## src/rtl/pe_feeder_if.sv

```systemverilog
// pe_feeder_if: command, RAM read and per-lane operand bus of the PE edge feeder.
//   master: the feeder (takes start/base_addr/k_len/rd_data, drives the rest)
//   slave : the command source / operand RAM / array side
//   start, base_addr, k_len   pass command
//   rd_en, rd_addr, rd_data   operand RAM read port (1-cycle read latency)
//   out_vld, out_data         per-lane skewed operands, lane i on out_data[i]
//   pe_en, busy, done         pass status
interface pe_feeder_if #(
  parameter int N  = 4,
  parameter int AW = 8
);
  logic                  start;
  logic [AW-1:0]         base_addr;
  logic [AW-1:0]         k_len;
  logic                  rd_en;
  logic [AW-1:0]         rd_addr;
  logic [N-1:0][7:0]     rd_data;
  logic [N-1:0]          out_vld;
  logic [N-1:0][7:0]     out_data;
  logic                  pe_en;
  logic                  busy;
  logic                  done;

  modport master (
    input  start, base_addr, k_len, rd_data,
    output rd_en, rd_addr, out_vld, out_data, pe_en, busy, done
  );

  modport slave (
    output start, base_addr, k_len, rd_data,
    input  rd_en, rd_addr, out_vld, out_data, pe_en, busy, done
  );
endinterface

```

## src/rtl/pe_feeder.sv

```systemverilog
// pe_feeder: systolic edge feeder. On start it reads k_len words from the
// operand RAM, splits each into N byte lanes and drives lane i i cycles later
// than lane 0, pulsing done once the last skewed operand has left.
//   clk, rst_n : clock, async active-low reset
//   bus        : pe_feeder_if.master (command, RAM port, lane outputs, status)

// One lane: a STAGES-deep (vld, data) chain. Valids always shift; each data
// stage only loads when the valid feeding it is set, so a lane holds its
// last byte between operands.
module pe_feeder_lane #(
  parameter int STAGES = 1
) (
  input  logic       clk,
  input  logic       rst_n,
  input  logic       in_vld,
  input  logic [7:0] in_data,
  output logic       out_vld,
  output logic [7:0] out_data
);
  logic [STAGES:1]       vld_pipe;
  logic [STAGES:1][7:0]  dat_pipe;

  always_ff @(posedge clk or negedge rst_n) begin
    if (!rst_n) begin
      vld_pipe <= '0;
      dat_pipe <= '0;
    end else begin
      vld_pipe[1] <= in_vld;
      if (in_vld) dat_pipe[1] <= in_data;
      for (int s = 2; s <= STAGES; s++) begin
        vld_pipe[s] <= vld_pipe[s-1];
        if (vld_pipe[s-1]) dat_pipe[s] <= dat_pipe[s-1];
      end
    end
  end

  assign out_vld  = vld_pipe[STAGES];
  assign out_data = dat_pipe[STAGES];
endmodule

module pe_feeder #(
  parameter int N  = 4,
  parameter int AW = 8
) (
  input  logic         clk,
  input  logic         rst_n,
  pe_feeder_if.master  bus
);
  typedef enum logic [1:0] {IDLE, FETCH, DRAIN, DONE} state_t;

  // Drain counter runs 0..N (N+1 cycles): RAM latency + lane-0 reg + N-1 skew.
  localparam int CW = $clog2(N + 2);

  state_t         state;
  logic [AW-1:0]  base_q;
  logic [AW-1:0]  k_q;
  logic [AW-1:0]  j;        // index of the next read to issue
  logic [CW-1:0]  cnt;
  logic           rd_en_q;
  logic [AW-1:0]  rd_addr_q;
  logic           busy_q;
  logic           done_q;
  logic           rd_vld_d; // rd_en delayed to line up with rd_data

  always_ff @(posedge clk or negedge rst_n) begin
    if (!rst_n) begin
      state     <= IDLE;
      base_q    <= '0;
      k_q       <= '0;
      j         <= '0;
      cnt       <= '0;
      rd_en_q   <= 1'b0;
      rd_addr_q <= '0;
      busy_q    <= 1'b0;
      done_q    <= 1'b0;
      rd_vld_d  <= 1'b0;
    end else begin
      rd_vld_d <= rd_en_q;
      done_q   <= 1'b0;
      case (state)
        IDLE: if (bus.start) begin
          busy_q <= 1'b1;
          if (bus.k_len != '0) begin
            // read 0 is issued straight from the command, so j starts at 1
            state     <= FETCH;
            base_q    <= bus.base_addr;
            k_q       <= bus.k_len;
            j         <= AW'(1);
            rd_en_q   <= 1'b1;
            rd_addr_q <= bus.base_addr;
          end else begin
            state  <= DONE;
            done_q <= 1'b1;
          end
        end
        FETCH: begin
          if (j == k_q) begin
            rd_en_q <= 1'b0;
            cnt     <= '0;
            state   <= DRAIN;
          end else begin
            rd_addr_q <= base_q + j;   // wraps mod 2^AW
            j         <= j + 1'b1;
          end
        end
        DRAIN: begin
          if (cnt == CW'(N)) begin
            state  <= DONE;
            done_q <= 1'b1;
          end else begin
            cnt <= cnt + 1'b1;
          end
        end
        DONE: begin
          busy_q <= 1'b0;
          state  <= IDLE;
        end
        default: state <= IDLE;
      endcase
    end
  end

  assign bus.rd_en   = rd_en_q;
  assign bus.rd_addr = rd_addr_q;
  assign bus.busy    = busy_q;
  assign bus.pe_en   = busy_q;
  assign bus.done    = done_q;

  // Lane i sits i+1 registers behind the RAM return: lane-0 reg plus i skew.
  for (genvar gi = 0; gi < N; gi++) begin : g_lane
    pe_feeder_lane #(.STAGES(gi + 1)) u_lane (
      .clk      (clk),
      .rst_n    (rst_n),
      .in_vld   (rd_vld_d),
      .in_data  (bus.rd_data[gi]),
      .out_vld  (bus.out_vld[gi]),
      .out_data (bus.out_data[gi])
    );
  end
endmodule
```

## src/flat_wrapper.sv

```systemverilog
// flat-port wrapper written by rule: the top's interface ports become plain ports
module pe_feeder_flat 
#(
  parameter int N  = 4,
  parameter int AW = 8
)
  (clk, rst_n, bus_start, bus_base_addr, bus_k_len, bus_rd_data, bus_rd_en, bus_rd_addr, bus_out_vld, bus_out_data, bus_pe_en, bus_busy, bus_done);
  pe_feeder_if #(.N(N), .AW(AW)) bus_i ();
  input  logic clk;
  input  logic rst_n;
  input wire logic [$bits(bus_i.start)-1:0] bus_start;
  input wire logic [$bits(bus_i.base_addr)-1:0] bus_base_addr;
  input wire logic [$bits(bus_i.k_len)-1:0] bus_k_len;
  input wire logic [$bits(bus_i.rd_data)-1:0] bus_rd_data;
  output wire logic [$bits(bus_i.rd_en)-1:0] bus_rd_en;
  output wire logic [$bits(bus_i.rd_addr)-1:0] bus_rd_addr;
  output wire logic [$bits(bus_i.out_vld)-1:0] bus_out_vld;
  output wire logic [$bits(bus_i.out_data)-1:0] bus_out_data;
  output wire logic [$bits(bus_i.pe_en)-1:0] bus_pe_en;
  output wire logic [$bits(bus_i.busy)-1:0] bus_busy;
  output wire logic [$bits(bus_i.done)-1:0] bus_done;
  assign bus_i.start = bus_start;
  assign bus_i.base_addr = bus_base_addr;
  assign bus_i.k_len = bus_k_len;
  assign bus_i.rd_data = bus_rd_data;
  assign bus_rd_en = bus_i.rd_en;
  assign bus_rd_addr = bus_i.rd_addr;
  assign bus_out_vld = bus_i.out_vld;
  assign bus_out_data = bus_i.out_data;
  assign bus_pe_en = bus_i.pe_en;
  assign bus_busy = bus_i.busy;
  assign bus_done = bus_i.done;
  pe_feeder #(.N(N), .AW(AW)) u_core (.clk(clk), .rst_n(rst_n), .bus(bus_i));
endmodule
```

## config.mk

```make
export PLATFORM = sky130hd
export DESIGN_NAME = pe_feeder_flat
export DESIGN_NICKNAME = d
export VERILOG_FILES = /design/src/rtl/pe_feeder_if.sv /design/src/rtl/pe_feeder.sv /design/src/flat_wrapper.sv
export SDC_FILE = /design/constraint.sdc
export NUM_CORES = 1
export LEC_CHECK = 0
export BUFFER_PORTS_ARGS = -buffer_cell sky130_fd_sc_hd__buf_2
export CAP_MARGIN = 5
export CELL_PAD_IN_SITES_DETAIL_PLACEMENT = 1
export CELL_PAD_IN_SITES_GLOBAL_PLACEMENT = 1
export CORE_MARGIN = 3
export CORE_UTILIZATION = 30
export CTS_CLUSTER_SIZE = 25
export DETAILED_ROUTE_END_ITERATION = 12
export HOLD_SLACK_MARGIN = 0.03
export PLACE_DENSITY = 0.58
export REMOVE_ABC_BUFFERS = 1
export SYNTH_ARGS = -nofsm -noshare
export SYNTH_HDL_FRONTEND = slang
export SYNTH_SLANG_ARGS = --single-unit
```

## constraint.sdc

```tcl
create_clock -name clk -period 3 [get_ports clk]
set_input_delay 0.6 -clock clk [delete_from_list [all_inputs] [get_ports clk]]
set_output_delay 0.6 -clock clk [all_outputs]
set_load 0.05 [all_outputs]
```

### Word-level counts from Yosys, hierarchy flattened

Cells that the tools add are included.

| cells by class | value |
|---|---|
| equal/unequal tests | 11 |
| muxes and demuxes | 26 |
| bitwise operators | 0 |
| order comparisons | 0 |
| shifts and indexed selects | 0 |
| reduce and logical (&&, ||, !) cells | 11 |
| multiply operators | 0 |
| div/mod/pow operators | 0 |
| add/sub/neg operators | 3 |

Operator list:

| operator | number |
|---|---|
| 8-bit two-way mux | 6 |
| 8-bit case mux with 2 select lines | 2 |
| 3-bit AND reduction | 3 |
| 8-bit by 1-bit adder with 8-bit output (second input constant) | 1 |
| 8-bit adder | 1 |
| 8-bit == test | 1 |
| 2-bit two-way mux | 4 |
| 2-bit case mux with 4 select lines | 1 |
| 4-bit AND reduction | 2 |
| 8-bit nonzero test | 1 |
| 1-bit two-way mux | 7 |
| 3-bit two-way mux | 2 |
| 2-bit by 1-bit inequality test with 1-bit output (second input constant) | 3 |
| 2-bit inequality test (second input constant) | 3 |
| 1-bit case mux with 2 select lines | 3 |
| 3-bit case mux with 2 select lines | 1 |
| 2-bit nonzero test | 3 |
| 2-bit == test (second input constant) | 2 |
| 3-bit by 1-bit adder with 3-bit output (second input constant) | 1 |
| 3-bit == test (second input constant) | 1 |
| 2-bit by 1-bit == test with 1-bit output (second input constant) | 1 |
| 2-bit zero test | 1 |
| 2-bit AND reduction | 1 |

| word-level totals | value |
|---|---|
| flip-flop bits (word level) | 131 |
| bits in latches | 0 |
| memories kept | 0 |
| ROM bits | 0 |
| output and inout bits | 48 |
| logic and storage cells | 75 |
| memory bits (writable) | 0 |
| input port bits | 51 |

### Logic depth before layout (Yosys ltp)

| depth | value |
|---|---|
| depth after elaboration | 4 |
| mapped depth | 9 |

### Modules after synthesis

From an unflattened synthesis, not the netlist that was laid out.

| second synthesis, totals | value |
|---|---|
| cells, all modules | 479 |
| area, all modules | 6,217.2 um2 |

Modules (own cells, without submodules):

| module | area each (um2) | cells each | sequential area each (um2) | instances |
|---|---|---|---|---|
| pe_feeder | 2,471.1 | 275 | 1,026.0 | 1 |
| pe_feeder_lane (u_core.g_lane[3].u_lane) | 1,486.4 | 80 | 900.9 | 1 |
| pe_feeder_lane (u_core.g_lane[2].u_lane) | 1,129.8 | 62 | 675.6 | 1 |
| pe_feeder_lane (u_core.g_lane[1].u_lane) | 773.2 | 44 | 450.4 | 1 |
| pe_feeder_lane (u_core.g_lane[0].u_lane) | 356.6 | 18 | 225.2 | 1 |

### Worst setup path after synthesis

Ideal clock, no wire load.

| timing path | value |
|---|---|
| kind | input-to-reg |
| from | input port bus_k_len[1] |
| to | register u_core.rd_addr_q[5], in the netlist u_core.bus.rd_addr[5] |
| path slack | 979 ps |
| path buffers | 2 |
| arrival | 1,895 ps |
| stages | 7 |
| library setup time | 126 ps |
| cells stage by stage | nor4_1 a211oi_2 buf_6 buf_2 nand2_1 a21oi_1 a221o_1 |

| on the way | value |
|---|---|
| longest elaborated chain between the ends | 3 |

Ends and longest elaborated chain:

| element | line | source |
|---|---|---|
| start: declaration | flat_wrapper.sv:13 | `input wire logic [$bits(bus_i.k_len)-1:0] bus_k_len;` |
| 8-bit nonzero test | pe_feeder.sv:83 | `if (bus.k_len != '0) begin` |
| 2-bit by 1-bit inequality test with 1-bit output (no source line) | -- |  |
| 4-bit AND reduction (no source line) | -- |  |
| end signal: assignment | pe_feeder.sv:90 | `rd_addr_q <= bus.base_addr;` |
| end signal: assignment | pe_feeder.sv:102 | `rd_addr_q <= base_q + j;` |
| end: declaration | pe_feeder.sv:60 | `logic [AW-1:0] rd_addr_q;` |

Every way passes these cells.
A chain may end at the register's enable or synchronous reset.

### Worst setup path after layout

| timing path | value |
|---|---|
| from | register u_core.state[0] |
| to | register u_core.rd_addr_q[7], in the netlist u_core.bus.rd_addr[7] |

| on the way | value |
|---|---|
| longest elaborated chain between the ends | 3 |
| elaborated cells between the ends (all ways) | 8 |
| classes of those cells | eq/ne (4); mux (1); reduce/logical (3) |

Ends and longest elaborated chain:

| element | line | source |
|---|---|---|
| start: declaration | pe_feeder.sv:54 | `state_t state;` |
| start signal: assignment | pe_feeder.sv:67 | `state <= IDLE;` |
| start signal: assignment | pe_feeder.sv:85 | `state <= FETCH;` |
| start signal: assignment | pe_feeder.sv:92 | `state <= DONE;` |
| 2-bit by 1-bit == test with 1-bit output or 2-bit zero test (tied branches) | pe_feeder.sv:80 | `case (state)` |
| 2-bit inequality test (no source line), or another cell as far along | -- |  |
| 4-bit AND reduction (no source line) | -- |  |

Parallel ways exist; a longest one is shown, timed or not.

==> results.md <==
* Status: complete, no violations
* Clk_lat worst skew at between 400 and 500 ps
* Top-area cell type share of the netlist area at a little over half
* Slew @ Worst Pin at between 700 and 800 ps
* Crit path launch type: register
* Cts bufs inserted at 17
* DRC viols at 0
* Synthesized flop and latch total at 125
* Final Slew Violations at 0
* RD Place Congestion at roughly 0.84
* Period utilization at a little under nine tenths
* CTS tree: yes
* Synth Cell Area at roughly 5700 µm²
* Via Count at ~3,900
* Area delta synth->final at 20.3%
* Final nets at about 630
* Critical Path AT at 2850 ps
* Tmin final at about 2600 ps
* Total track usage at around 14%
* Die area at around 21,000 µm²
* PortBufs at 98
* Final antenna-violating net count at 0
* Setup tns final at 0 ps
* Clock tree buffer depth at 2
* Row Count at around 50
* DR vias/cell at slightly below 5
* Die H at around 140 µm
* Crit end category: register
* Clock Skew at around 8.9 ps
* Grt total ovfl at 0
* Worst Setup Path Type: reg2reg
* # diodes at 0
* EDFF count, synth at 0
* Setup violators final at 0
* Int Pwr at between 4 and 5 mW
* Core area at around 18,000 µm²
* Final instance area at around 7000 µm²
* Largest area contributor in the netlist: dfrtp_1
* Share of cells above drive strength 1 at 40.6%
* Initial antenna violation count at 0
* Worst Path Max Fanout at 6
* H-Tree Depth at 4
* Top FF cell, synth: dfrtp_1
* Cts repair resizes at 0
* VDD IR max at between 0.4 and 0.5 mV
* Clk pwr share at a little under 30%
* Peak Freq at 390 MHz
* Largest net degree at the start of global routing at 53
* Slew HR at between 50 and 60%
* Max-Cap Viols at 0
* First-pass GRT wire length at approximately 23 mm
* Largest cells by area after synthesis: dfrtp_1, mux2_2, nand2_1, buf_4, ha_1
* RR Startpoint: u_core.state[0]
* Root Driver: clkbuf_16
* Pwr Density at 996 nW/µm²
* Flop pwr share at a little over a third
* Worst-path clk slew at approximately 60 ps
* RSZ-0062 raised after global routing: no
* Vias in the first global route at 4,366
* Min-delay worst type: in2async
* DR iter-0 viols at between 150 and 200
* Initial Util at between 30 and 40%
* Hold buffers post-CTS at 0
* Drt pass-1 iters at 4
* Hpwl dp at ~9.9 mm
* Leakage at around 3.2 nW
* CTS Sinks at between 100 and 150
* Routed wire length per instance at between 15 and 20 µm
* Top-Level Pins at about 100
* Synth cell types at 47
* Die width at about 140 µm
* FILL cells at roughly 2,000
* Async S/R FF share, synth at 100%
* Comb power frac at a little over a third
* Yosys warnings at 0
* Area after DPL at about 6300 µm²
* Final WL at between 10 and 15 mm
* Net Sw Power at ~2.7 mW
* Syn Area/Cell at around 12 µm²
* Crit path required time at 3290 ps
* Sequential-to-total area share from yosys stat at around 55%
* Worst Setup SP: u_core.state[0]
* # Post-CTS Setup Buffers at 0
* Final hold violation count at 0
* Sw frac at approximately two fifths
* Cells after Synth at slightly below 500
state kept, by name, summed over array words and instances (netlist names):
| signal | cells |
|---|---|
| u_core.base_q | 8 |
| u_core.bus.busy | 1 |
| u_core.bus.done | 1 |
| u_core.bus.rd_addr | 8 |
| u_core.bus.rd_en | 1 |
| u_core.cnt | 3 |
| u_core.g_lane.u_lane.dat_pipe | 48 |
| u_core.g_lane.u_lane.out_data | 32 |
| u_core.g_lane.u_lane.vld_pipe | 4 |
| u_core.j | 8 |
| u_core.k_q | 8 |
| u_core.rd_vld_d | 1 |
| u_core.state | 2 |
cells in the final DEF (no fill, tap or decap), drive strengths merged, types with 2 or more instances in the layout:
| cell | Yosys | layout |
|---|---|---|
| clkbuf | 12 | 19 |
| mux2 | 82 | 82 |
| nor2 | 19 | 19 |
| nand2 | 61 | 61 |
| mux2i | 10 | 10 |
| o21a | 3 | 3 |
| o22ai | 6 | 6 |
| ha | 15 | 15 |
| xnor2 | 4 | 4 |
| o31ai | 2 | 2 |
| nand3 | 6 | 6 |
| buf | 38 | 111 |
| nand4 | 4 | 4 |
| xor2 | 10 | 10 |
| nor3 | 3 | 3 |
| dfrtp | 125 | 125 |
| o21ai | 16 | 16 |
| nor4 | 5 | 5 |
| a21oi | 15 | 15 |
| a311oi | 2 | 2 |
| inv | 18 | 24 |
| and3 | 2 | 2 |
| clkinvlp | 0 | 3 |
| clkinv | 0 | 3 |
| nor2b | 3 | 3 |
| a221o | 6 | 6 |
layout make-up:
class | instances | area [µm²] | share of cell area, %
repair buffers | 111 | 603 | 8.74
flip-flops and latches | 125 | 3130 | 45.3
inverters | 18 | 67.6 | 0.979
multi-input cells | 288 | 2240 | 32.4
clock inverters | 13 | 128 | 1.85
clock buffers | 19 | 453 | 6.56
well taps | 229 | 287 | 4.15
worst max-delay path, cell delays in order, from the launching register on:
cell and delay [ps]:
dfrtp_1 410, inv_1 140, ha_1 310, inv_1 190
a211oi_4 250, nor2_1 140, a31oi_1 490, inv_1 130
a221o_1 380
Yosys cell counts, types with 6 or more instances:
cell type,number
dfrtp_1,125
o22ai_1,6
xor2_1,10
nand2_1,60
mux2i_1,10
ha_1,15
a21oi_1,13
clkbuf_1,12
nand3_1,6
buf_4,29
o21ai_0,13
mux2_2,82
inv_1,18
a221o_1,6
nor2_1,19
per-layer routing:
| layer | global-route usage [%] | share of wire (%) | wire length (µm) | up-vias |
|---|---|---|---|---|
| met5 | 0 | 0 | 0 | - |
| met4 | 4.42 | 1.3 | 187 | 0 |
| met3 | 3.87 | 5.1 | 709 | 13 |
| met2 | 23.3 | 47 | 6590 | 109 |
| met1 | 17.8 | 46 | 6400 | 1987 |
| li1 | - | - | - | 1801 |
power by group through the flow:
| stage | Clock, mW | Combinational, mW | Sequential [mW] |
|---|---|---|---|
| after floorplan | 0 | 1.36 | 2.77 |
| after global placement | 0 | 2.43 | 2.41 |
| after detailed placement | 0 | 2.51 | 2.43 |
| after CTS | 2.07 | 2.53 | 2.40 |
| after global routing | 2.14 | 2.77 | 2.45 |
| final | 2.00 | 2.49 | 2.39 |
cell families after synthesis:
kind of cell	after synthesis	share of synthesized area [%]
mux	92	17.8
xor+xnor	14	2.14
compound gates	60	7.07
simple gates	106	8.22
buf+inv	68	6.59
flops	125	54.5
fa+ha+maj	16	3.62
final timing paths:
path | cells past startpoint | slack, ps | to
max in group asynchronous | 2 | 2040 | u_core.g_lane[3].u_lane.dat_pipe[17]
min in group clk | 3 | 400 | u_core.k_q[1]
hold / removal | 1 | 240 | u_core.g_lane[1].u_lane.dat_pipe[3]
hold reg to reg | 0 | 460 | u_core.rd_vld_d
setup / recovery | 8 | 440 | u_core.bus.rd_addr[7]
setup reg to reg | 8 | 440 | u_core.bus.rd_addr[7]
per-stage QoR:
stage / total power, mW / hold slack (ps) / cells / util, % / setup slack (ps)
2_1_floorplan: 4.13 / 304 / 431 / - / -161
3_3_place_gp: 4.83 / 455 / 771 / 34.4 / 621
3_5_place_dp: 4.94 / 455 / 771 / 34.4 / 469
4_1_cts: 6.99 / 248 / 803 / 37.5 / 453
5_1_grt: 7.37 / 276 / 803 / 37.5 / 313
6_report: 6.88 / 235 / 803 / 37.5 / 439
Power figures use the tool's default switching activity.
